--- src/rtl/uart_pkg.sv ---
// Shared constants and types for the parametrised UART.
package uart_pkg;

  localparam int unsigned PARITY_NONE  = 0;
  localparam int unsigned PARITY_ODD   = 1;
  localparam int unsigned PARITY_EVEN  = 2;
  localparam int unsigned ENTRY_DATA_W = 8;

  typedef enum logic [2:0] {
    TX_IDLE   = 3'd0,
    TX_START  = 3'd1,
    TX_DATA   = 3'd2,
    TX_PARITY = 3'd3,
    TX_STOP   = 3'd4
  } tx_state_t;

  typedef enum logic [2:0] {
    RX_IDLE   = 3'd0,
    RX_START  = 3'd1,
    RX_DATA   = 3'd2,
    RX_PARITY = 3'd3,
    RX_STOP   = 3'd4
  } rx_state_t;

  // One received character; short data is right-aligned in data.
  typedef struct packed {
    logic                    ferr;
    logic                    perr;
    logic [ENTRY_DATA_W-1:0] data;
  } rx_entry_t;

endpackage

--- src/rtl/uart_fifo.sv ---
// Synchronous show-ahead FIFO; head is presented on rdata while not empty.
module uart_fifo #(
  parameter int unsigned WIDTH = 10,
  parameter int unsigned DEPTH = 4
) (
  input  logic             clk,
  input  logic             reset,
  input  logic             push,
  input  logic             pop,
  input  logic [WIDTH-1:0] wdata,
  output logic [WIDTH-1:0] rdata,
  output logic             full,
  output logic             empty
);

  localparam int unsigned AW = $clog2(DEPTH);
  localparam int unsigned PW = AW + 1;

  logic [PW-1:0]    wr_ptr;
  logic [PW-1:0]    rd_ptr;
  logic [WIDTH-1:0] mem [DEPTH];
  logic             do_push;
  logic             do_pop;

  assign empty   = (wr_ptr == rd_ptr);
  assign full    = (wr_ptr[AW] != rd_ptr[AW]) && (wr_ptr[AW-1:0] == rd_ptr[AW-1:0]);
  assign do_pop  = pop && !empty;
  // A pop frees the slot the simultaneous push needs when full.
  assign do_push = push && (!full || do_pop);
  assign rdata   = empty ? '0 : mem[rd_ptr[AW-1:0]];

  always_ff @(posedge clk or negedge reset) begin
    if (!reset) begin
      wr_ptr <= '0;
      rd_ptr <= '0;
    end else begin
      if (do_push) wr_ptr <= wr_ptr + PW'(1);
      if (do_pop)  rd_ptr <= rd_ptr + PW'(1);
    end
  end

  always_ff @(posedge clk) begin
    if (do_push) mem[wr_ptr[AW-1:0]] <= wdata;
  end

endmodule

--- src/rtl/uart_param.sv ---
// Full-duplex UART: programmable bit period, 5-8 data bits, optional parity,
// 1/2 stop bits, glitch-rejecting receiver feeding an error-tagged RX FIFO.
module uart_param
  import uart_pkg::*;
#(
  parameter int unsigned CLK_DIV    = 2396,
  parameter int unsigned DATA_BITS  = 8,
  parameter int unsigned PARITY     = 0,
  parameter int unsigned STOP_BITS  = 1,
  parameter int unsigned FIFO_DEPTH = 4
) (
  input  logic                 reset,
  input  logic                 clk,
  input  logic                 rx,
  output logic                 tx,
  input  logic [DATA_BITS-1:0] tx_data,
  input  logic                 tx_send,
  output logic                 tx_busy,
  output logic [DATA_BITS-1:0] rx_data,
  output logic                 rx_perr,
  output logic                 rx_ferr,
  output logic                 rx_ready,
  input  logic                 rx_read,
  output logic                 rx_overrun,
  input  logic                 rx_clr
);

  localparam int unsigned    CNT_W     = $clog2(CLK_DIV);
  localparam logic [CNT_W-1:0] BIT_LAST  = CNT_W'(CLK_DIV - 1);
  localparam logic [CNT_W-1:0] HALF_LAST = CNT_W'(CLK_DIV / 2 - 1);
  localparam logic [2:0]     DBIT_LAST = 3'(DATA_BITS - 1);
  localparam logic           STOP_LAST = 1'(STOP_BITS - 1);
  localparam logic           HAS_PAR   = (PARITY != PARITY_NONE);
  localparam logic           PAR_INV   = (PARITY == PARITY_ODD);

  // ---------------- transmitter ----------------
  tx_state_t              tx_state, tx_state_nxt;
  logic [CNT_W-1:0]       tx_cnt, tx_cnt_nxt;
  logic [2:0]             tx_bit, tx_bit_nxt;
  logic [DATA_BITS-1:0]   tx_shift, tx_shift_nxt;
  logic                   tx_par, tx_par_nxt;
  logic                   tx_stop, tx_stop_nxt;
  logic                   tx_nxt, tx_busy_nxt;
  logic                   tx_end;

  assign tx_end = (tx_cnt == BIT_LAST);

  always_comb begin
    tx_state_nxt = tx_state;
    tx_cnt_nxt   = tx_cnt;
    tx_bit_nxt   = tx_bit;
    tx_shift_nxt = tx_shift;
    tx_par_nxt   = tx_par;
    tx_stop_nxt  = tx_stop;
    tx_nxt       = tx;
    tx_busy_nxt  = tx_busy;
    if (tx_state != TX_IDLE) tx_cnt_nxt = tx_end ? '0 : tx_cnt + CNT_W'(1);
    case (tx_state)
      TX_IDLE: if (tx_send) begin
        tx_state_nxt = TX_START;
        tx_shift_nxt = tx_data;
        tx_par_nxt   = (^tx_data) ^ PAR_INV;
        tx_cnt_nxt   = '0;
        tx_nxt       = 1'b0;
        tx_busy_nxt  = 1'b1;
      end
      TX_START: if (tx_end) begin
        tx_state_nxt = TX_DATA;
        tx_bit_nxt   = '0;
        tx_nxt       = tx_shift[0];
      end
      TX_DATA: if (tx_end) begin
        if (tx_bit == DBIT_LAST) begin
          if (HAS_PAR) begin
            tx_state_nxt = TX_PARITY;
            tx_nxt       = tx_par;
          end else begin
            tx_state_nxt = TX_STOP;
            tx_stop_nxt  = 1'b0;
            tx_nxt       = 1'b1;
          end
        end else begin
          tx_bit_nxt   = tx_bit + 3'd1;
          tx_shift_nxt = tx_shift >> 1;
          tx_nxt       = tx_shift[1];
        end
      end
      TX_PARITY: if (tx_end) begin
        tx_state_nxt = TX_STOP;
        tx_stop_nxt  = 1'b0;
        tx_nxt       = 1'b1;
      end
      TX_STOP: if (tx_end) begin
        if (tx_stop == STOP_LAST) begin
          tx_state_nxt = TX_IDLE;
          tx_busy_nxt  = 1'b0;
        end else begin
          tx_stop_nxt = 1'b1;
        end
      end
      default: tx_state_nxt = TX_IDLE;
    endcase
  end

  always_ff @(posedge clk or negedge reset) begin
    if (!reset) begin
      tx_state <= TX_IDLE;
      tx_cnt   <= '0;
      tx_bit   <= '0;
      tx_shift <= '0;
      tx_par   <= 1'b0;
      tx_stop  <= 1'b0;
      tx       <= 1'b1;
      tx_busy  <= 1'b0;
    end else begin
      tx_state <= tx_state_nxt;
      tx_cnt   <= tx_cnt_nxt;
      tx_bit   <= tx_bit_nxt;
      tx_shift <= tx_shift_nxt;
      tx_par   <= tx_par_nxt;
      tx_stop  <= tx_stop_nxt;
      tx       <= tx_nxt;
      tx_busy  <= tx_busy_nxt;
    end
  end

  // ---------------- receiver ----------------
  rx_state_t              rx_state, rx_state_nxt;
  logic [CNT_W-1:0]       rx_cnt, rx_cnt_nxt;
  logic [2:0]             rx_bit, rx_bit_nxt;
  logic [DATA_BITS-1:0]   rx_shift, rx_shift_nxt;
  logic                   rx_par, rx_par_nxt;
  logic                   rx_perr_q, rx_perr_nxt;
  logic                   rx_overrun_nxt;
  logic                   rx_s1, rx_s2, rx_prev;
  logic                   rx_fall, rx_tick;
  logic                   push_c, drop_c;
  logic                   fifo_full, fifo_empty;
  rx_entry_t              entry_c, head;

  assign rx_fall = rx_prev & ~rx_s2;
  assign rx_tick = (rx_cnt == '0);

  always_comb begin
    rx_state_nxt   = rx_state;
    rx_cnt_nxt     = rx_cnt;
    rx_bit_nxt     = rx_bit;
    rx_shift_nxt   = rx_shift;
    rx_par_nxt     = rx_par;
    rx_perr_nxt    = rx_perr_q;
    push_c         = 1'b0;
    entry_c.ferr   = ~rx_s2;
    entry_c.perr   = rx_perr_q;
    entry_c.data   = ENTRY_DATA_W'(rx_shift);
    if (rx_state != RX_IDLE) rx_cnt_nxt = rx_tick ? BIT_LAST : rx_cnt - CNT_W'(1);
    case (rx_state)
      RX_IDLE: if (rx_fall) begin
        rx_state_nxt = RX_START;
        rx_cnt_nxt   = HALF_LAST;
        rx_par_nxt   = 1'b0;
        rx_perr_nxt  = 1'b0;
      end
      // A start bit that is high again at mid-bit was only a glitch.
      RX_START: if (rx_tick) begin
        rx_state_nxt = rx_s2 ? RX_IDLE : RX_DATA;
        rx_bit_nxt   = '0;
      end
      RX_DATA: if (rx_tick) begin
        rx_shift_nxt = {rx_s2, rx_shift[DATA_BITS-1:1]};
        rx_par_nxt   = rx_par ^ rx_s2;
        rx_bit_nxt   = rx_bit + 3'd1;
        if (rx_bit == DBIT_LAST) rx_state_nxt = HAS_PAR ? RX_PARITY : RX_STOP;
      end
      RX_PARITY: if (rx_tick) begin
        rx_perr_nxt  = rx_par ^ rx_s2 ^ PAR_INV;
        rx_state_nxt = RX_STOP;
      end
      RX_STOP: if (rx_tick) begin
        push_c       = 1'b1;
        rx_state_nxt = RX_IDLE;
      end
      default: rx_state_nxt = RX_IDLE;
    endcase
    drop_c         = push_c && fifo_full && !(rx_read && !fifo_empty);
    rx_overrun_nxt = (rx_overrun && !rx_clr) || drop_c;
  end

  always_ff @(posedge clk or negedge reset) begin
    if (!reset) begin
      rx_s1      <= 1'b1;
      rx_s2      <= 1'b1;
      rx_prev    <= 1'b1;
      rx_state   <= RX_IDLE;
      rx_cnt     <= '0;
      rx_bit     <= '0;
      rx_shift   <= '0;
      rx_par     <= 1'b0;
      rx_perr_q  <= 1'b0;
      rx_overrun <= 1'b0;
    end else begin
      rx_s1      <= rx;
      rx_s2      <= rx_s1;
      rx_prev    <= rx_s2;
      rx_state   <= rx_state_nxt;
      rx_cnt     <= rx_cnt_nxt;
      rx_bit     <= rx_bit_nxt;
      rx_shift   <= rx_shift_nxt;
      rx_par     <= rx_par_nxt;
      rx_perr_q  <= rx_perr_nxt;
      rx_overrun <= rx_overrun_nxt;
    end
  end

  uart_fifo #(
    .WIDTH($bits(rx_entry_t)),
    .DEPTH(FIFO_DEPTH)
  ) u_fifo (
    .clk   (clk),
    .reset (reset),
    .push  (push_c),
    .pop   (rx_read),
    .wdata (entry_c),
    .rdata (head),
    .full  (fifo_full),
    .empty (fifo_empty)
  );

  assign rx_data  = DATA_BITS'(head.data);
  assign rx_perr  = head.perr;
  assign rx_ferr  = head.ferr;
  assign rx_ready = ~fifo_empty;

endmodule

--- config.mk ---
export PLATFORM = sky130hd
export DESIGN_NAME = uart_param
export DESIGN_NICKNAME = d
export VERILOG_FILES = /design/src/rtl/uart_pkg.sv /design/src/rtl/uart_fifo.sv /design/src/rtl/uart_param.sv
export SDC_FILE = /design/constraint.sdc
export NUM_CORES = 1
export LEC_CHECK = 0
export CAP_MARGIN = 15
export CORE_MARGIN = 8
export CORE_UTILIZATION = 60
export CTS_CLUSTER_DIAMETER = 200
export DETAILED_ROUTE_END_ITERATION = 10
export PLACE_DENSITY = 0.85
export SLEW_MARGIN = 10
export SYNTH_ARGS = -nofsm -noshare
export SYNTH_HDL_FRONTEND = slang
export SYNTH_HIERARCHICAL = 1
export SYNTH_SLANG_ARGS = --single-unit
--- constraint.sdc ---
create_clock -name clk -period 2.88 [get_ports clk]
set_clock_uncertainty 0.05 [all_clocks]
set_input_delay 0.576 -clock clk [delete_from_list [all_inputs] [get_ports clk]]
set_output_delay 0.576 -clock clk [all_outputs]
set_load 0.01 [all_outputs]
==> out/metrics.cfg, run 1 <==
[routing]
drtPass1Iterations=4
route.vias.total=3300
drt_first_iter_violations=218
drc=0
ant_nets=0
wl_um=9410
drt-wirelength-per-cell_um=17.4
vias_per_cell=6.11

[worst_setup_path]
path_class=flop to output port
required_ps=2250
cp-startpoint=u_fifo/rd_ptr[0]
crit_path_max_fanout=10
start_kind=flop
endpoint_kind=output port
cp.arrival_ps=2150
timing.rr.start=rx_cnt[0]

[timing]
post-route-period-util_pct=96.4
finalHoldViolations=0
final_max_slew_viol_count=0
setup_viol=0
worst_pin_slew_ps=814
max_freq_ghz=0.360
relSlewSlack_pct=45.8
worst_slack_ps=103
period_minus_slack_ps=2780
setup_tns_ps=0
rsz0062_at_grt=false

[clock_tree]
clk_pin_slew_worst_paths_ps=100
tritoncts=done
h-tree-depth=3
cts.sinks=106
cts_buffers=9
hold_buffers=0
clock_latency_ps=370
ctsRootBufferMaster=clkbuf_8
clockBufferDepth=2

[synth]
synth_top_area_share_pct=30.6
synth_edf_count=40
async_flop_share_pct=62.3
netlist_area_sq_mm=0.00507
synthesis.instances=399
synth_cell_type_count=59
syn_nets=425
synth_seq_area_share_pct=56.4
synth_flop_cell=dfrtp_1
synth_top_area_cell=dfrtp_1
yosysWarnings=6
synthTopCellsByArea=dfrtp_1 (31%), edfxtp_1 (24%), mux4_2 (4.4%), mux2_2 (3.6%), ha_1 (3.0%)
synth-seq-cells=106
avgSynthCellArea_sq_um=12.7

[global_route]
antenna_found_initial=0
grt_overflow=0
use_met2_pct=29.3
met1_usage_pct=20.7
top_usage_layer=met2
grt_pass1_wl_um=16000
grt_max_degree=67
grt_use_met3_pct=3.39
grt_pass1_vias=3335
grt_use_total_pct=17.2

[run]
maxCapViolCount=0

[worst_hold_path]
hp-class=flop to flop
hp-start=rx_s1

[power]
power_density_mw_per_mm2=747
leakage_nw=2.31
fin_total_pwr_mw=4.26
peakVddDrop_mv=0.329

[finish]
drive_above_1_share_pct=18.6
final_cell_mix=dfrtp_1 (60), edfxtp_1 (40), nand3_1 (26), clkdlybuf4s50_1 (26), nand2_1 (20)
syn2layout_area_growth_pct=12.4
final_area_sq_mm=0.00570
antennaDiodeCount=0
nets=456
layout_commonest_cell=dfrtp_1

[floorplan]
die_x_um=108
start_util_pct=61.7
ios=28
row_count=33
core_sq_mm=0.00822
die_h_um=108
dieArea_sq_mm=0.0117

[placed_design]
dp.final_hpwl_um=6560
pre_cts_ws_ps=365
io_buffer_count=27
placed_cell_area_sq_mm=0.00545
place.gp.congestion=0.842

[status]
status=complete, no violations

==> report_power, final <==
group	internal (mW)	total [mW]	switching [mW]
clock	0.521	1.03	0.507
sequential	1.75	1.99	0.240
combinational	0.657	1.24	0.581
==> kinds of logic after synthesis <==
logic type	after synthesis	share of synthesized area, %
XOR/XNOR	18	3.40
AND/OR/NAND/NOR	131	14.9
buffers and inverters	31	2.69
flip-flops	106	56.4
AO/OA/AOI/OAI	62	8.22
adder cells (fa/ha/maj)	12	2.96
multiplexers	39	11.5
==> per-layer routing <==
layer  wire [um]  vias up
met5           0        -
met4         229        0
met3         361       20
met2        4740       73
met1        4080     1652
li1            -     1555
==> cell usage after synthesis (10+ instances only) <==
cell type / count
ha_1: 12
nor2b_1: 11
dfrtp_1: 62
mux4_2: 10
inv_1: 15
mux2_2: 16
nor2_1: 17
a21oi_1: 12
o21ai_0: 16
nor3_1: 11
edfxtp_1: 40
a31oi_1: 10
nand2_1: 20
nand3_1: 26
==> cell type report <==
cell class / instances / area [sq um]
multi-input cells: 262 / 2090
clock inverters: 5 / 85.1
inverters: 15 / 56.3
well taps: 105 / 131
fillers: 568 / 2520
clock buffers: 11 / 141
repair buffers: 36 / 337
flip-flops and latches: 106 / 2860
==> flip-flops by register name, summed over array words and instances, names as in the netlist <==
register,flops
rx_overrun,1
rx_bit,3
rx_s1,1
tx_cnt,12
u_fifo/wr_ptr,3
tx,1
rx_state,3
u_fifo/rd_ptr,3
rx_par,1
rx_cnt,12
tx_bit,3
rx_perr_q,1
rx_shift,8
tx_busy,1
rx_prev,1
tx_state,3
rx_s2,1
u_fifo/mem,40
tx_shift,8
==> metrics by stage <==
step	hold WS [ps]	utilization, %	cells
floorplan	230	-	399
global placement	296	66.3	523
detailed placement	298	66.3	523
CTS	312	69.1	539
global route	314	69.4	540
finish	311	69.4	540
==> worst max-delay path, cell delays in order, from the launching register on <==
cell	delay [ps]
dfrtp_2	450
buf_6	200
mux4_2	500
nor2b_1	150
clkdlybuf4s50_1	490
==> path summary, 6_finish.rpt <==
path | end | slack [ps] | depth (start not counted)
setup / recovery | rx_data[4] | 100 | 4
hold / removal | rx_s2 | 310 | 0
setup reg to reg | u_fifo/mem[3][9] | 330 | 8
hold reg to reg | rx_s2 | 310 | 0
max in group asynchronous | u_fifo/rd_ptr[0] | 1880 | 2
min in group asynchronous | tx_state[0] | 320 | 2
==> repair_timing <==
item | CTS | global route
endpoints found under the setup margin | 10 | 10
setup buffers | 0 | 1
gates resized for setup | 1 | 3
Power figures use the tool's default switching activity.
==> run 2: changes to the inputs <==
SLEW_MARGIN = default   (was 10)
==> results of run 2 <==
The final DEF is identical to that of run 1; final timing and power are the same.
==> run 3: changes to the inputs <==
--- a/constraint.sdc
+++ b/constraint.sdc
@@ -4,2 +4,2 @@
 set_output_delay 0.576 -clock clk [all_outputs]
-set_load 0.01 [all_outputs]
+set_load 0.02 [all_outputs]
==> run 3 against run 2 <==
Routed wire length grew 2.6%; total power grew 0.31%; clock-buffer cell count shrank 2; fmax shrank 1.7%; cell area grew 0.55%; sequential cell count is the same; cell count is the same; non-clock buffer count is the same; sequential share of layout area shrank 0.27 points; combinational power grew 5%; via count shrank 0.76%.
==> out/metrics.cfg, run 3 (synthesis gave the netlist of run 1 again) <==
[timing]
post-route-period-util_pct=98.1
setup_viol=0
finalHoldViolations=0
hold_slack_ps=145
setup_tns_ps=0
max_freq_ghz=0.354
final_max_slew_viol_count=0
rsz0062_at_grt=false
period_minus_slack_ps=2830
relSlewSlack_pct=59.5
worst_pin_slew_ps=600

[routing]
drtPass1Iterations=6
drc=0
drt-wirelength-per-cell_um=17.9
ant_nets=0
vias_per_cell=6.06
drt_first_iter_violations=271
route.vias.total=3275
wl_um=9660

[finish]
layout_commonest_cell=dfrtp_1
antennaDiodeCount=0
largest_reg_flops=40
syn2layout_area_growth_pct=13.0
finalNonFillerCells=540
drive_above_1_share_pct=19.1
nets=456
final_cell_mix=dfrtp_1 (60), edfxtp_1 (40), nand3_1 (26)

[global_route]
grt_max_degree=41
grt_pass1_vias=3289
grt_overflow=0
antenna_found_initial=0
grt_use_total_pct=17.9
grt_pass1_wl_um=16600

[status]
status=complete, no violations

[worst_setup_path]
ff2ff_setup_slack_ps=390
r2r_cells=8
max_stage_delay_ps=600
crit_slowest_cell=clkdlybuf4s50_1
path_buf_inv=3
endpoint_kind=output port
crit_family=buffers and inverters
path_cells=buf_12 > xor2_4 > nor3_2 > buf_4 > nor2b_1 > clkdlybuf4s50_1
crit_path_max_fanout=10
required_ps=2250
path_class=flop to output port
reg2reg_to=u_fifo/mem[3][1]
timing.rr.start=rx_cnt[0]
start_kind=flop
cp.arrival_ps=2200

[clock_tree]
ctsRootBufferMaster=clkbuf_8
clk_pin_slew_worst_paths_ps=110
cts_buffers=9
tritoncts=done
clock_latency_ps=380
clockBufferDepth=2
cts.sinks=106
h-tree-depth=3

[placed_design]
place_inst=523
place.gp.congestion=0.852
io_buffer_count=27
dp.final_hpwl_um=6530

[floorplan]
ios=28
core_sq_mm=0.00822
dieArea_sq_mm=0.0117
row_count=33
die_x_um=108
die_h_um=108
start_util_pct=61.7

[worst_hold_path]
hp-class=input pin to async pin

[power]
peakVddDrop_mv=0.331
power_density_mw_per_mm2=745
leakage_nw=2.37

[run]
maxCapViolCount=0

[run 3: changes by cell type in the layout (fill, tap and decap cells not counted), moves of 2 or more]
cell	before	now
clkdlybuf4s50_1	26	17
buf_4	8	6
buf_12	0	2
dlymetal6s2s_1	0	3
dlygate4sd2_1	0	6
[run 3: power breakdown]
group          total (mW)  leakage (nW)  internal [mW]  switching [mW]
Combinational        1.30          1.06          0.643           0.660
Clock               0.973         0.109          0.426           0.547
Sequential           2.00          1.20           1.75           0.244
[run 3: how the worst max path moves through the flow]
stage | startpoint | endpoint | depth (start not counted)
floorplan | rx_cnt[0] | u_fifo/mem[3][0] | 9
global placement | u_fifo/rd_ptr[0] | rx_data[7] | 4
detailed placement | u_fifo/rd_ptr[0] | rx_data[5] | 4
CTS | u_fifo/rd_ptr[0] | rx_data[6] | 6
global route | u_fifo/rd_ptr[0] | rx_data[0] | 6
finish | u_fifo/rd_ptr[0] | rx_data[0] | 6
[run 3: layout make-up]
class	count	area [sq um]
clock buffers	9	124
clock inverters	7	92.6
fillers	558	2490
inverters	15	56.3
multi-input cells	262	2100
flip-flops and latches	106	2860
well taps	105	131
repair buffers	36	362
[run 3: per-stage QoR]
stage | utilization, % | power [mW] | cell area [sq um] | worst slack (ps)
final | 69.7 | 4.27 | 5730 | 54.1
after global routing | 69.7 | 4.50 | 5730 | 0.806
after CTS | 69.7 | 4.30 | 5720 | 47.0
after detailed placement | 66.5 | 3.30 | 5460 | 318
after global placement | 66.5 | 3.24 | 5460 | 375
after floorplan | - | 2.83 | 5070 | 664
[run 3: worst reg2reg max path, stage by stage, from the launching register on]
cell,delay [ps]
dfrtp_1,440
inv_1,100
ha_1,140
nor4b_2,210
nand4b_1,200
nor2_1,360
and2_1,180
o41ai_1,120
inv_1,350
[run 3: timing repair]
item	CTS	global route
gates cloned	0	0
hold buffers	0	0
setup buffers	1	0
gates resized for setup	12	3
endpoints found under the setup margin	10	3
[run 3: per-layer routing]
layer | global-route usage [%] | part of all wire [%]
met1 | 22.5 | 42
met2 | 30.3 | 51
met3 | 3.15 | 5.2
met4 | 7.14 | 1.7
met5 | 0 | 0
